--- src/rtl/f8_clk_pkg.sv ---
// f8_clk_pkg: shared types and helpers for the f8 CPU clock divider controller
package f8_clk_pkg;
  localparam int DIV_W = 4;
  typedef enum logic [1:0] {RUN, STEP, HALTED} clk_state_t;
  function automatic logic div_legal(input logic [DIV_W-1:0] value, input logic [DIV_W-1:0] maxdiv);
    return (value >= DIV_W'(2)) && (value <= maxdiv);
  endfunction
endpackage

--- src/rtl/clkdiv_ctrl.sv ---
// clkdiv_ctrl: run-time divisor, halt and single-step control for the f8 CPU clock
module clkdiv_ctrl
  import f8_clk_pkg::*;
#(
  parameter int MAXDIV = 8,
  parameter int DEFDIV = 4,
  parameter int START_HALTED = 0
) (
  input  logic             CLK,
  input  logic             RESET,
  output logic             clk,
  input  logic             div_valid,
  input  logic [DIV_W-1:0] div_value,
  output logic             div_ready,
  output logic             div_err,
  input  logic             halt,
  input  logic             step,
  output logic             halted,
  output logic [DIV_W-1:0] cur_div,
  output logic             tick
);
  localparam logic [DIV_W-1:0] MAX_L = DIV_W'(MAXDIV);
  localparam logic [DIV_W-1:0] DEF_L = DIV_W'(DEFDIV);
  localparam clk_state_t RST_STATE = (START_HALTED != 0) ? HALTED : RUN;
  clk_state_t       r_state, w_next;
  logic [DIV_W-1:0] r_counter, r_cur_div, r_pend_div;
  logic             r_pending, r_clk, r_div_err;
  logic             w_active, w_last, w_bound, w_accept, w_legal, w_apply;
  assign w_active  = r_state != HALTED;
  assign w_last    = r_counter == r_cur_div - DIV_W'(1);
  assign w_bound   = w_active && w_last;
  assign w_accept  = div_valid && !r_pending;
  assign w_legal   = div_legal(div_value, MAX_L);
  assign w_apply   = r_pending && (w_bound || !w_active);
  assign clk       = r_clk;
  assign div_err   = r_div_err;
  assign div_ready = !r_pending;
  assign halted    = !w_active;
  assign cur_div   = r_cur_div;
  assign tick      = w_bound;
  // next state: halts and steps only resolve at a period boundary or while halted
  always_comb begin
    w_next = r_state;
    if (r_state == HALTED) w_next = !halt ? RUN : (step ? STEP : HALTED);
    else if (w_bound && (r_state == STEP || halt)) w_next = HALTED;
  end
  // state register
  always_ff @(posedge CLK or posedge RESET)
    if (RESET) r_state <= RST_STATE;
    else r_state <= w_next;
  // period counter, divided clock, divisor handshake and error pulse
  always_ff @(posedge CLK or posedge RESET)
    if (RESET) begin
      r_counter  <= '0;
      r_cur_div  <= DEF_L;
      r_pend_div <= DEF_L;
      r_pending  <= 1'b0;
      r_clk      <= 1'b0;
      r_div_err  <= 1'b0;
    end else begin
      r_div_err <= w_accept && !w_legal;
      r_clk     <= w_active && (r_counter < (r_cur_div >> 1));
      r_counter <= (w_active && !w_last) ? r_counter + DIV_W'(1) : '0;
      if (w_apply) begin
        r_cur_div <= r_pend_div;
        r_pending <= 1'b0;
      end else if (w_accept && w_legal) begin
        r_pend_div <= div_value;
        r_pending  <= 1'b1;
      end
    end
endmodule

--- config.mk ---
export PLATFORM = sky130hd
export DESIGN_NAME = clkdiv_ctrl
export DESIGN_NICKNAME = d
export VERILOG_FILES = /design/src/rtl/f8_clk_pkg.sv /design/src/rtl/clkdiv_ctrl.sv
export SDC_FILE = /design/constraint.sdc
export NUM_CORES = 1
export LEC_CHECK = 0
export BUFFER_PORTS_ARGS = -buffer_cell sky130_fd_sc_hd__buf_2
export CORE_MARGIN = 4
export CORE_UTILIZATION = 45
export CTS_CLUSTER_DIAMETER = 200
export DETAILED_ROUTE_END_ITERATION = 10
export GPL_ROUTABILITY_DRIVEN = 0
export PLACE_DENSITY = 0.7
export SLEW_MARGIN = 20
export SYNTH_ARGS = -nofsm -noshare
export SYNTH_HDL_FRONTEND = slang
export SYNTH_SLANG_ARGS = --single-unit
--- constraint.sdc ---
create_clock -name CLK -period 1.8 [get_ports CLK]
set_clock_uncertainty 0.05 [all_clocks]
set_input_delay 0.09 -clock CLK [delete_from_list [all_inputs] [get_ports CLK]]
set_output_delay 0.09 -clock CLK [all_outputs]
set_load 0.05 [all_outputs]
==> flow_metrics.tcl <==
set metrics [dict create \
    outcome "finished with violations" \
    violations "setup timing" \
    worst_pin_slew_ns 0.6496 \
    fp.coreArea_mm2 0.001982 \
    crit_fanout 4 \
    cp.arrival_ns 2.07 \
    grtUsageMet2_pct 34.68 \
    p_leak_nw 0.6435 \
    globalRouteOverflowTotal 0 \
    slew_headroom_pct 56.65 \
    yosysMostFrequentCell "dfrtp_1" \
    grt_busiest_layer "met2" \
    h-tree-depth 1 \
    syn_area_um2 953.4 \
    finish.utilization_pct 67.99 \
    synthCells 92 \
    antenna_found_initial 0 \
    synth_edf_count 0 \
    rr_worst_depth 8 \
    grt_pass1_wl_mm 3.912 \
    use_met1_pct 22.53 \
    drt_iter0_drc 7 \
    via_count 835 \
    routed_via_density 5.186 \
    clk_latency_ns 0.29 \
    ys_seq_area_share_pct 44.88 \
    ioPinCount 18 \
    grt_util_met3_pct 3.324 \
    initial_core_util_pct 48.11 \
    syn_to_final_growth_pct 41.34 \
    hold_viol_final 0 \
    vdd_drop_max_mv 1.185 \
    whs_ns 0.008780 \
    cp-start-kind "register" \
    wl_mm 2.256 \
    worst_slack_ns -0.1425 \
    clkSinkCount 17 \
    instances_no_fill 161 \
    cts_buffer_depth 2 \
    synth_area_leaders "dfrtp_1, dfstp_2, ha_1, mux2_2, nor2_1" \
    drv_slew 0 \
    min_period_ns 1.942 \
    grt_max_degree 18 \
    cts_buffers 3 \
    hold_class "primary input to register" \
    max_freq_ghz 0.5148 \
    die_y_um 54.03 \
    critPathRequiredTime_ns 1.93 \
    drc_errors 0 \
    ys_seq_elements 17 \
    hold_depth 2 \
    async_flop_share_pct 100.0 \
    rsz0062_at_grt "true" \
    die-area_mm2 0.002919 \
    drive_gt1_share_pct 43.28 \
    cp-end-kind "register" \
    num_rows 16 \
    wire_per_inst_um 14.01 \
    ys_warn_count 0 \
    fin_total_pwr_mw 2.858 \
    ant_nets 0 \
    portBuffers 17 \
    synth_top_area_share_pct 39.37 \
    cellPowerDensity_mw_per_mm2 2121 \
    diodes 0 \
    synth_area_per_cell_um2 10.36 \
    grt_pass1_vias 858 \
    setup_viol 4 \
    hpwlAfterDp_mm 1.547 \
    clock_tree.root_cell "clkbuf_4" \
    grt_usage_pct 19.44 \
    die_w_um 54.03 \
    synth_cell_types 34 \
    drtPass1Iterations 4 \
    path_clk_slew_ns 0.10 \
    maxCapViolCount 0 \
    finalCritPeriodShare_pct 107.9 \
    dp_worst_setup_slack_ns -0.07936 \
    synth_flop_cell "dfrtp_1" \
    place_inst 146 \
    nNetsFinal 148 \
    synth_common_cells "dfrtp_1, nor2_1, inv_1, nand2_1" \
    critical_path_class "register to register" \
    synth_nets 105 \
    cts_tree "built" \
    synth_area_leader_cell "dfrtp_1" \
]
where the power goes:
part / total [mW] / leakage, nW / switching, mW / internal, mW
Sequential: 0.753 / 0.194 / 0.167 / 0.586
Clock: 0.208 / 0.0150 / 0.122 / 0.0862
Combinational: 1.90 / 0.435 / 1.01 / 0.892
Total: 2.86 / 0.643 / 1.29 / 1.56
sequential cells by signal, indices dropped and copies added (netlist names):
name	flops
cur_div	4
r_pending	1
r_counter	4
div_err	1
r_state	2
clk	1
r_pend_div	4
worst max-delay path, stage by stage (launching register included):
cell	delay, ns
dfrtp_2	0.40
inv_2	0.06
ha_4	0.15
xor3_1	0.32
nor3_4	0.06
buf_4	0.14
buf_6	0.11
and4_1	0.18
or3_1	0.36
cell type report:
| cell class | count | area (um2) |
|---|---|---|
| Clock buffer | 4 | 26.28 |
| Timing Repair Buffer | 40 | 280.3 |
| Multi-Input combinational cell | 66 | 546.8 |
| Tap cell | 27 | 33.78 |
| Inverter | 7 | 26.28 |
| Fill cell | 162 | 634.4 |
| Sequential cell | 17 | 434.2 |
routing by layer:
metal / wire, um / up-vias
met5: 0 / -
met4: 63 / 0
met3: 93 / 7
met2: 1141 / 19
met1: 959 / 400
li1: - / 409
metrics by stage:
stage	setup TNS, ns	cell area, um2
floorplan	-0.3420	979.7
global placement	-0.05502	1177
detailed placement	-0.1147	1177
CTS	-0.2583	1323
global route	-0.9900	1348
finish	-0.2946	1348
cell usage in the layout, fill, tap and decap left out, drive strengths merged, types with 2 or more instances in the layout:
cell,netlist,final
buf,1,35
nand2,7,7
o311ai,3,3
o21ai,2,2
and2,3,3
nor3,5,5
dfstp,2,2
nand2b,2,2
dlygate4sd3,0,5
nor2,8,8
ha,4,4
nand3,4,4
dfrtp,15,15
clkbuf,1,4
a21oi,3,3
mux2,4,4
xnor2,4,4
inv,7,7
a221oi,3,3
xor2,2,2
what timing repair did:
item                                    in CTS  in global routing
endpoints found under the hold margin       19                  0
buffers inserted                             5                  1
endpoints found under the setup margin       3                 12
pin swaps                                    7                  1
hold buffers                                 5                  0
gates resized for setup                      8                  4
worst paths after layout:
check | startpoint | to | slack [ns]
max | cur_div[0] | cur_div[3] | -0.14
min | div_value[3] | r_pend_div[3] | 0.009
max reg2reg | cur_div[0] | cur_div[3] | -0.14
min reg2reg | r_pend_div[1] | r_pend_div[1] | 0.48
max in group asynchronous | RESET | cur_div[1] | 0.88
min in group asynchronous | RESET | r_pend_div[3] | 0.36
logic make-up after synthesis:
logic type | after synthesis | synth area share (%)
AO/OA/AOI/OAI | 16 | 12.47
XOR/XNOR | 7 | 9.581
adder cells (fa/ha/maj) | 4 | 5.250
buffers and inverters | 9 | 3.937
flip-flops | 17 | 44.88
multiplexers | 5 | 5.774
AND/OR/NAND/NOR | 34 | 18.11
No activity file was read; power rests on OpenSTA's default activity.
